### src/rtl/pl_stage_chain.sv
// Parametrised ready/valid pipeline register chain with per-stage stall/flush and bubble collapse.
// Optional performance counters (bp_cycles, flush_drops) are built when PL_STAGE_CHAIN_PERF_EN is defined.
module pl_stage_chain #(
    parameter int unsigned      WIDTH      = 32,
    parameter int unsigned      DEPTH      = 4,
    parameter logic [WIDTH-1:0] RESET_DATA = '0
) (
    input  logic                       clk,
    input  logic                       reset_n,
    input  logic                       in_valid,
    output logic                       in_ready,
    input  logic [WIDTH-1:0]           in_data,
    input  logic [DEPTH-1:0]           stall,
    input  logic [DEPTH-1:0]           flush,
    output logic                       out_valid,
    input  logic                       out_ready,
    output logic [WIDTH-1:0]           out_data,
    output logic [DEPTH-1:0]           stage_valid,
    output logic [DEPTH*WIDTH-1:0]     stage_data,
    output logic [$clog2(DEPTH+1)-1:0] occupancy
`ifdef PL_STAGE_CHAIN_PERF_EN
    ,
    output logic [31:0]                bp_cycles,
    output logic [31:0]                flush_drops
`endif
);

    localparam int unsigned OCC_W = $clog2(DEPTH + 1);

    logic [DEPTH-1:0] r_v;
    logic [WIDTH-1:0] r_d [DEPTH];
    logic [OCC_W-1:0] r_occ;

    logic [DEPTH-1:0] w_go;
    logic [DEPTH-1:0] w_free;
    logic [DEPTH-1:0] w_arrive;
    logic [DEPTH-1:0] w_load;
    logic [DEPTH-1:0] w_v_next;
    logic [OCC_W-1:0] w_occ_next;

    // Ready ripples from the output back to the input with no register in the path.
    always_comb begin : ready_chain
        logic w_sink;
        // NOTE: every combinational output gets a default first so no path can infer a latch.
        w_go   = '0;
        w_free = '0;
        w_sink = out_ready & ~flush[DEPTH-1];
        for (int k = DEPTH - 1; k >= 0; k--) begin
            w_go[k]   = r_v[k] & ~stall[k] & ~flush[k] & w_sink;
            w_free[k] = flush[k] | (~stall[k] & (~r_v[k] | w_go[k]));
            w_sink    = w_free[k];
        end
    end

    always_comb begin : next_state
        w_arrive    = '0;
        w_load      = '0;
        w_v_next    = r_v;
        w_occ_next  = '0;
        w_arrive[0] = in_valid & w_free[0];
        for (int k = 1; k < DEPTH; k++) begin
            w_arrive[k] = w_go[k-1];
        end
        for (int k = 0; k < DEPTH; k++) begin
            if (flush[k]) begin
                w_v_next[k] = 1'b0;
            end else if (stall[k]) begin
                w_v_next[k] = r_v[k];
            end else if (w_arrive[k]) begin
                w_v_next[k] = 1'b1;
                w_load[k]   = 1'b1;
            end else if (w_go[k]) begin
                w_v_next[k] = 1'b0;
            end
            w_occ_next = w_occ_next + OCC_W'(w_v_next[k]);
        end
    end

    always_ff @(posedge clk or negedge reset_n) begin
        if (!reset_n) begin
            r_v   <= '0;
            r_occ <= '0;
        end else begin
            // NOTE: sequential state uses non-blocking assignments so all stages sample pre-edge values.
            r_v   <= w_v_next;
            r_occ <= w_occ_next;
        end
    end

    for (genvar k = 0; k < DEPTH; k++) begin : g_stage
        logic [WIDTH-1:0] w_src;
        if (k == 0) begin : g_first
            assign w_src = in_data;
        end else begin : g_next
            assign w_src = r_d[k-1];
        end

        // NOTE: the data registers are reset too, so stage_data shows RESET_DATA rather than X after reset.
        always_ff @(posedge clk or negedge reset_n) begin
            if (!reset_n) begin
                r_d[k] <= RESET_DATA;
            end else if (w_load[k]) begin
                r_d[k] <= w_src;
            end
        end

        assign stage_data[k*WIDTH +: WIDTH] = r_d[k];
    end

    assign in_ready    = w_free[0];
    assign out_valid   = r_v[DEPTH-1] & ~flush[DEPTH-1] & ~stall[DEPTH-1];
    assign out_data    = r_d[DEPTH-1];
    assign stage_valid = r_v;
    assign occupancy   = r_occ;

`ifdef PL_STAGE_CHAIN_PERF_EN
    logic [31:0] r_bp;
    logic [31:0] r_fd;
    logic [31:0] w_drop_cnt;
    logic [32:0] w_fd_sum;

    // Killed items per cycle: residents of flushed stages plus whatever was arriving into them.
    always_comb begin
        w_drop_cnt = '0;
        for (int k = 0; k < DEPTH; k++) begin
            if (flush[k]) begin
                w_drop_cnt = w_drop_cnt + 32'(r_v[k]) + 32'(w_arrive[k]);
            end
        end
        w_fd_sum = {1'b0, r_fd} + {1'b0, w_drop_cnt};
    end

    always_ff @(posedge clk or negedge reset_n) begin
        if (!reset_n) begin
            r_bp <= '0;
            r_fd <= '0;
        end else begin
            if (r_v[DEPTH-1] && !out_ready && (r_bp != 32'hFFFF_FFFF)) begin
                r_bp <= r_bp + 32'd1;
            end
            r_fd <= w_fd_sum[32] ? 32'hFFFF_FFFF : w_fd_sum[31:0];
        end
    end

    assign bp_cycles   = r_bp;
    assign flush_drops = r_fd;
`endif

endmodule

### config.mk
export PLATFORM = sky130hd
export DESIGN_NAME = pl_stage_chain
export DESIGN_NICKNAME = d
export VERILOG_FILES = /design/src/rtl/pl_stage_chain.sv
export SDC_FILE = /design/constraint.sdc
export NUM_CORES = 1
export LEC_CHECK = 0
export BUFFER_PORTS_ARGS = -buffer_cell sky130_fd_sc_hd__buf_2
export CORE_UTILIZATION = 44
export CTS_BUF_LIST = sky130_fd_sc_hd__clkbuf_16
export CTS_CLUSTER_DIAMETER = 120
export DETAILED_ROUTE_END_ITERATION = 6
export PLACE_DENSITY = 0.83
export SYNTH_ARGS = -nofsm -noshare
export SYNTH_HDL_FRONTEND = slang
export SYNTH_SLANG_ARGS = --single-unit
### constraint.sdc
create_clock -name clk -period 2.4 [get_ports clk]
set_clock_uncertainty 0.1 [all_clocks]
set_input_delay 0.48 -clock clk [delete_from_list [all_inputs] [get_ports clk]]
set_output_delay 0.48 -clock clk [all_outputs]
set_load 0.005 [all_outputs]
Word-level counts from Yosys, hierarchy flattened --
Index checks and enable logic that the tools add are counted.
Storage, ports and cells: bits in registers 135, output and inout port bits 169, bits of input ports 44, bits in latches 0, memory bits (writable) 0, memories kept 0, memory bits (read-only) 0
Cells by class: multiply operators 0, equal/unequal tests 0, reductions and logical operators 0, shift operators 0, bitwise gates (word level) 40, $add $sub $neg 3, magnitude comparators 0, div/mod/pow operators 0, mux-type cells 28
Operators with widths (number):
- two-way mux 1 bit | 28
- AND 1 bit | 20
- inverter 1 bit | 12
- OR 1 bit | 8
- adder 2 x 1 -> 3 bit | 1
- adder 3 x 1 -> 3 bit | 1
- adder 1 x 1 -> 2 bit | 1

Longest topological paths before layout --
Gate-level depths: netlist of the first run.
word-level depth 26, gate-level depth with buffers 9

Worst setup path before layout of the first run --
No wires, ideal clock.
path type input-to-reg, start point in out_ready, end point reg r_occ[1] (netlist: occupancy[1]), cell stages on the path 9, required time 2.174 ns, data arrival time 2.416 ns, library setup time 0.126 ns, path buffers 0, setup slack -0.242 ns, cell sequence nor2b_4 > nor2_1 > o41ai_1 > a311oi_1 > a221o_1 > fa_1 > inv_1 > ha_1 > ha_1
Between the ends: word-level cells in the longest chain between the ends 24, elaborated cells between the ends (all ways) 37
Ends and longest elaborated chain:
- start, declared | RTL line 16 | input logic out_ready,
- AND 1 bit (*) | RTL line 47 | w_sink = out_ready & ~flush[DEPTH-1];
- AND 1 bit (*) | RTL line 49 | w_go[k] = r_v[k] & ~stall[k] & ~flush[k] & w_sink;
- OR 1 bit | RTL line 50 | w_free[k] = flush[k] | (~stall[k] & (~r_v[k] | w_go[k]));
- AND 1 bit | RTL line 50
- OR 1 bit | RTL line 50
- AND 1 bit | RTL line 49
- OR 1 bit | RTL line 50
- AND 1 bit | RTL line 50
- (+9 left out)
- AND 1 bit | RTL line 60 | w_arrive[0] = in_valid & w_free[0];
- two-way mux 1 bit | RTL line 69 | end else if (w_arrive[k]) begin
- two-way mux 1 bit | RTL line 67 | end else if (stall[k]) begin
- two-way mux 1 bit | RTL line 65 | if (flush[k]) begin
- adder 1 x 1 -> 2 bit | RTL line 75 | w_occ_next = w_occ_next + OCC_W'(w_v_next[k]);
- adder 2 x 1 -> 3 bit | RTL line 75
- adder 3 x 1 -> 3 bit (*) | RTL line 75
- named net w_occ_next[1] | RTL line 39 | logic [OCC_W-1:0] w_occ_next;
- end signal, assigned | RTL line 86 | r_occ <= w_occ_next;
- end, declared | RTL line 32 | logic [OCC_W-1:0] r_occ;
Mark *: on every way through the listed nets, which the timed path passes. The rest lies on a longest branch. A chain may end at the register's enable or synchronous reset.

Final worst setup path of the first run --
start point reg r_v[3] (netlist: stage_valid[3]), end point out in_ready
Between the ends: word-level cells in the longest chain between the ends 18, elaborated cells between the ends (all ways) 19
Ends and longest elaborated chain:
- start, declared | RTL line 30 | logic [DEPTH-1:0] r_v;
- start signal, assigned | RTL line 85 | r_v <= w_v_next;
- AND 1 bit (3 in a row) | RTL line 49
- OR 1 bit (*) | RTL line 50
- AND 1 bit (*) | RTL line 50
- OR 1 bit (*) | RTL line 50
- AND 1 bit (*) | RTL line 49
- OR 1 bit (*) | RTL line 50
- AND 1 bit (*) | RTL line 50
- OR 1 bit (*) | RTL line 50
- AND 1 bit (*) | RTL line 49
- OR 1 bit (*) | RTL line 50
- AND 1 bit (*) | RTL line 50
- OR 1 bit (*) | RTL line 50
- AND 1 bit (*) | RTL line 49
- OR 1 bit (*) | RTL line 50
- AND 1 bit (*) | RTL line 50
- OR 1 bit (*) | RTL line 50
- end, declared | RTL line 11 | output logic in_ready,
Every way passes the cells marked *; elsewhere a longest branch is shown, timed or not.

==> out/metrics.csv, run 1 <==
stage;metric;value;unit
status;outcome;complete, but fails checks;
status;violated checks;negative setup slack;
routing;mean routed wirelength per cell;15.90;um
synth;Synth top cells by count;135 x dfrtp_1, 86 x mux2_2, 32 x buf_4, 30 x mux2_4, 12 x mux2_1;
routing;Iter 0 DRT Violations;115;
synth;register area share after synthesis;60.70;%
timing;min Tclk post-route;2.480;ns
global_routing;largest net degree at the start of global routing;71;
pwr;combinational group share of total power;13.0;%
run;max cap viols;0;
pwr;Clk pwr share;43.6;%
timing;Peak Freq;403.3;MHz
timing;PnR worst setup slack;-0.07977;ns
clock_network;Bufs on Longest Clock Path;2;
layout;fin nets;619;
timing;Max transition margin;72.80;%
routing;Routed Antenna Nets;0;
timing;fin crit share;103.3;%
layout;fin util;61.57;%
layout;area grow syn2layout;34.55;%
synth;cell taking the most area after synthesis;dfrtp_1;
floorplan;DIE AREA;13100;sq um
timing;unrepaired setup endpoints after global routing;true;
pwr;register share of total power;43.4;%
clock_network;CTS H-tree depth;4;
synth;most frequent cell after synthesis;dfrtp_1;
critical_path;crit end category;output pin;
floorplan;Std-Cell Core Area;12160;sq um
synth;Yosys cell types;32;
synth;top_reg_cell synth;dfrtp_1;
synth;Synth Net Count;404;
critical_path;critical path arrival;1.90;ns
pwr;Tot Pwr;6.355;mW
synth;Mean Syn Cell Area;15.59;sq um
clock_network;Worst-path clk slew;0.06;ns
layout;Non-Filler Cell Area, Final;7488;sq um
synth;Synth area leaders;dfrtp_1 61%, mux2_2 17%, mux2_4 8.1%;
routing;iteration count of the initial detailed-routing pass;4;
synth;register bit total from synthesis;135;
synth;cells after synthesis;357;
placed_design;# placed instances;718;
critical_path;Crit Path Class;reg -> out;
pwr;Pleak;4.257;nW
critical_path;crit-path max FO;2;
clock_network;CTS Buf Count;17;
timing;Setup violations, final;2;
timing;endpoints failing hold;0;
floorplan;Initial Util;45.76;%
pwr;Power Dens Cells;848.6;nW/um^2
clock_network;CTS tree;done;
synth;EDFF count, synth;0;
global_routing;first-pass GRT wire length;19020;um
floorplan;DIE WIDTH;114.5;um
pwr;Sw Ratio;23.09;%
layout;share of layout cells above drive strength 1;67.52;%
clock_network;CTS root buf;clkbuf_16;
synth;Mapped Area;5565;sq um
routing;number of vias per cell;4.845;
layout;ant diodes;0;
floorplan;# IOs;213;
clock_network;Sink Count;135;
critical_path;crit start category;flip-flop;
floorplan;# rows;40;
pwr;worst vdd ir;0.0005133;V
floorplan;floorplan die height;114.5;um
worst_hold_path;HP Class;in -> reg;
layout;post-route insts no fill;753;
placed_design;Placed Area;6777;sq um
pwr;Int Pwr;4.888;mW
global_routing;GRT Total Usage;19.28;%
synth;fraction of registers with async set or reset after synthesis;100.0;%
timing;fin. max-slew vios;0;
critical_path;WP data required;1.82;ns
pwr;Sw Pwr;1.467;mW
global_routing;initial antenna violation count;0;
timing;worst slew pin tran;0.4079;ns
routing;WL final;11970;um
placed_design;IO buf count;212;
synth;Synth top area share;60.70;%
routing;total number of vias;3648;
synth;yosys synthesis warning count;0;
placed_design;HPWL after DPL;8721;um
placed_design;global placement routability congestion;0.8718;
global_routing;grt ovf;0;
global_routing;vias in the first global route;3803;
clock_network;worst skew pair latency;0.42;ns
routing;detailed-route DRC error count;0;
==> critical path: stages (launching register included) <==
cell	delay (ns)
dfrtp_1	0.34
nor2b_4	0.18
nor2_4	0.05
o41ai_4	0.25
a311oi_2	0.16
buf_4	0.16
or2_4	0.22
buf_6	0.11
==> cell type report <==
class	count	area [sq um]
Fill cell	958	4673
Clock buffer	17	425.4
Timing Repair Buffer	240	1324
Multi-Input combinational cell	168	1903
Sequential cell	135	3378
Inverter	10	37.54
Clock inverter	15	210.2
Tap cell	168	210.2
==> worst paths after layout <==
kind / slack (ns) / depth (start not counted) / start / to
worst max-delay path: -0.08 / 7 / stage_valid[3]$_DFF_PN0_ / in_ready
worst min-delay path: 0.18 / 2 / in_data[1] / g_stage[1].w_src[1]$_DFFE_PN0P_
worst max register to register: -0.05 / 9 / stage_valid[3]$_DFF_PN0_ / occupancy[1]$_DFF_PN0_
worst min register to register: 0.42 / 1 / out_data[16]$_DFFE_PN0P_ / out_data[16]$_DFFE_PN0P_
max in group asynchronous: 1.06 / 3 / reset_n / g_stage[2].w_src[13]$_DFFE_PN0P_
min in group asynchronous: 0.40 / 2 / reset_n / stage_valid[2]$_DFF_PN0_
==> cell families after synthesis <==
kind of cell,Yosys count,synth area share (%)
fa+ha+maj,3,0.8093
buf+inv,54,6.407
compound gates,16,2.113
flops,135,60.70
mux,128,27.92
simple gates,21,2.046
==> flip-flops by register name (all words and copies together) (netlist names) <==
name,flops
stage_valid,4
occupancy,3
g_stage.w_src,96
out_data,32
==> through the flow <==
stage | hold slack, ns | setup WS, ns | TNS, ns
2_1_floorplan | 0.08441 | -0.1157 | -0.1376
3_3_place_gp | 0.2834 | -0.3310 | -0.7445
3_5_place_dp | 0.2849 | -0.3922 | -0.9104
4_1_cts | 0.1592 | -0.09870 | -0.1591
5_1_grt | 0.1624 | -0.1840 | -0.4008
6_report | 0.1768 | -0.07977 | -0.1276
==> placed cells by master (no fill, tap or decap), types with 2 or more instances in the layout <==
cell / synthesis / layout
buf_2: 9 / 210
dfrtp_1: 135 / 135
mux2_2: 86 / 86
mux2_4: 30 / 30
buf_4: 32 / 24
clkbuf_16: 0 / 17
mux2_1: 12 / 12
inv_1: 10 / 10
nor2_1: 6 / 5
bufinv_16: 0 / 5
nand2_1: 4 / 3
o21ai_0: 3 / 3
clkinv_4: 0 / 3
clkinv_2: 0 / 3
buf_12: 0 / 3
nor3_1: 2 / 2
a21oi_1: 2 / 2
and2_1: 2 / 2
nor2b_1: 2 / 2
o21ai_1: 2 / 2
ha_4: 0 / 2
clkinv_1: 0 / 2
buf_6: 3 / 2
==> power groups by stage <==
stage	logic, mW	clock network [mW]	registers [mW]
2_1_floorplan	0.346	0	2.78
3_5_place_dp	0.821	0	2.80
5_1_grt	0.894	2.92	2.80
3_3_place_gp	0.793	0	2.78
4_1_cts	0.834	2.83	2.76
6_report	0.825	2.77	2.76
==> what timing repair did <==
| item | 4_1_cts | 5_1_grt |
|---|---|---|
| setup buffers | 2 | 0 |
| hold buffers | 1 | 0 |
| resized for setup | 4 | 4 |
| gates cloned | 0 | 0 |
| pin swaps | 3 | 1 |
| hold endpoints to repair | 33 | 0 |
| setup endpoints to repair | 4 | 4 |
==> routing by layer <==
layer  vias to the layer above  part of all wire [%]  global-route usage, %
met3                        22                   4.6                  4.764
met1                      1854                    40                  21.61
met4                         0                   2.1                  9.610
met2                       126                    54                  34.18
met5                         -                     0                      0
li1                       1646                     -                      -
No activity file was read; power rests on OpenSTA's default activity.
==> run 2, diff against run 1 <==
--- a/config.mk
+++ b/config.mk
@@ -5,7 +5,7 @@
 export SDC_FILE = /design/constraint.sdc
 export NUM_CORES = 1
 export LEC_CHECK = 0
-export BUFFER_PORTS_ARGS = -buffer_cell sky130_fd_sc_hd__buf_2
+export BUFFER_PORTS_ARGS = -buffer_cell sky130_fd_sc_hd__buf_4
 export CORE_UTILIZATION = 44
 export CTS_BUF_LIST = sky130_fd_sc_hd__clkbuf_16
 export CTS_CLUSTER_DIAMETER = 120
==> out/metrics.csv, run 2 (synthesis gave the netlist of run 1 again) <==
stage;metric;value;unit
global_routing;initial antenna violation count;0;
routing;Iter 0 DRT Violations;157;
routing;Routed Antenna Nets;0;
clock_network;Worst-path clk slew;0.06;ns
status;outcome;complete, but fails checks;
layout;post-route insts no fill;749;
clock_network;worst skew pair latency;0.41;ns
timing;Setup violations, final;3;
layout;ant diodes;0;
clock_network;Bufs on Longest Clock Path;2;
layout;fin nets;615;
timing;fin. max-slew vios;0;
timing;endpoints failing hold;0;
clock_network;CTS Buf Count;17;
pwr;Pleak;4.268;nW
pwr;Sw Pwr;1.489;mW
floorplan;# rows;40;
pwr;Int Pwr;4.721;mW
placed_design;# placed instances;716;
placed_design;Placed Area;7315;sq um
pwr;Power Dens Cells;783.8;nW/um^2
layout;commonest non-fill, non-tap cell in the layout;buf_4;
critical_path;slowest CP cell;dfrtp_1;
critical_path;critical path arrival;1.90;ns
floorplan;Std-Cell Core Area;12160;sq um
run;max cap viols;0;
global_routing;vias in the first global route;3794;
routing;total number of vias;3654;
floorplan;DIE WIDTH;114.5;um
placed_design;HPWL after DPL;9126;um
clock_network;CTS root buf;clkbuf_16;
floorplan;# IOs;213;
clock_network;CTS tree;done;
layout;max reg flops;96;
critical_path;Crit Path Class;reg -> out;
floorplan;Initial Util;45.76;%
timing;worst slew pin tran;0.4419;ns
placed_design;global placement routability congestion;0.8661;
timing;Peak Freq;403.0;MHz
layout;share of layout cells above drive strength 1;67.13;%
pwr;worst vdd ir;0.0004778;V
layout;most frequent cells in the layout;228 x buf_4, 135 x dfrtp_1, 86 x mux2_2;
global_routing;grt ovf;0;
critical_path;crit-path cells;nor2b_4 -> nor2_2 -> o41ai_4 -> a311oi_2 -> buf_4 -> or2_4 -> buf_6;
critical_path;crit end category;output pin;
routing;number of vias per cell;4.879;
worst_hold_path;HP Class;in -> reg;
routing;mean routed wirelength per cell;16.92;um
pwr;combinational group share of total power;15.8;%
global_routing;GRT Total Usage;20.07;%
critical_path;WP data required;1.82;ns
timing;min Tclk post-route;2.481;ns
global_routing;first-pass GRT wire length;19630;um
pwr;Sw Ratio;23.98;%
timing;fin crit share;103.4;%
floorplan;DIE AREA;13100;sq um
timing;Fin Setup TNS;-0.1583;ns
clock_network;Sink Count;135;
clock_network;CTS H-tree depth;4;
placed_design;IO buf count;212;
layout;fin util;65.14;%
pwr;register share of total power;44.7;%
layout;area grow syn2layout;42.36;%
timing;Max transition margin;70.36;%
global_routing;largest net degree at the start of global routing;62;
routing;iteration count of the initial detailed-routing pass;4;
status;violated checks;negative setup slack;
routing;detailed-route DRC error count;0;
critical_path;crit-path max FO;2;
timing;unrepaired setup endpoints after global routing;true;
layout;Non-Filler Cell Area, Final;7923;sq um
floorplan;floorplan die height;114.5;um
critical_path;crit start category;flip-flop;
routing;WL final;12670;um
timing;PnR worst setup slack;-0.08142;ns
critical_path;crit-path max cell delay;0.35;ns
pwr;Clk pwr share;39.5;%
[run 2: cell types whose count changed in the layout (fill, tap and decap cells not counted), sizes merged]
cell	previous run	this run
buf	239	235
bufinv	5	2
clkinvlp	1	4
[run 2: worst max-delay path: cells and delay by family, from the launching register on]
kind,cells,cell delay [ns]
AND/OR/NAND/NOR,3,0.44
AO/OA/AOI/OAI,2,0.42
flip-flops,1,0.35
buffers and inverters,2,0.27
[run 2: area by class of cell]
type | count | area (sq um)
fillers | 893 | 4239
flip-flops and latches | 135 | 3378
multi-input cells | 168 | 1888
repair buffers | 236 | 1844
clock buffers | 17 | 425.4
well taps | 168 | 210.2
clock inverters | 15 | 138.9
inverters | 10 | 37.54
[run 2: timing repair]
item | in CTS | in global routing
hold buffers | 1 | 0
setup endpoints to repair | 3 | 4
pin swaps | 4 | 1
hold endpoints to repair | 42 | 0
resized for setup | 3 | 2
buffers inserted | 0 | 0
[run 2: routing by layer]
| metal | GRT usage (%) | vias to the layer above | routed length, um |
|---|---|---|---|
| met5 | 0 | - | 0 |
| met4 | 10.39 | 0 | 388 |
| met3 | 5.770 | 33 | 625 |
| met2 | 34.99 | 148 | 6753 |
| met1 | 22.30 | 1828 | 4904 |
| li1 | - | 1645 | - |
[run 2: power groups by stage]
stage	Combinational, mW	Clock, mW	Sequential (mW)
after floorplan	0.346	0	2.78
after global placement	0.958	0	2.79
after detailed placement	0.985	0	2.81
after CTS	0.994	2.50	2.78
after global routing	1.05	2.59	2.82
final	0.983	2.45	2.78
[run 2: final timing paths]
path	from	to	slack [ns]	cells past startpoint
max	stage_valid[3]$_DFF_PN0_	in_ready	-0.08	7
min	flush[0]	stage_valid[0]$_DFF_PN0_	0.16	2
max reg2reg	stage_valid[3]$_DFF_PN0_	occupancy[1]$_DFF_PN0_	-0.07	9
min reg2reg	g_stage[3].w_src[19]$_DFFE_PN0P_	g_stage[3].w_src[19]$_DFFE_PN0P_	0.42	1
max in group asynchronous	reset_n	g_stage[1].w_src[15]$_DFFE_PN0P_	1.07	3
min in group asynchronous	reset_n	occupancy[1]$_DFF_PN0_	0.46	2
[run 2: through the flow]
stage / power (mW) / hold slack [ns] / setup slack [ns]
after floorplan: 3.130 / 0.08441 / -0.1157
after global placement: 3.751 / 0.3255 / -0.3297
after detailed placement: 3.798 / 0.3312 / -0.3651
after CTS: 6.274 / 0.1419 / -0.1135
after global routing: 6.464 / 0.1461 / -0.1817
final: 6.210 / 0.1635 / -0.08142
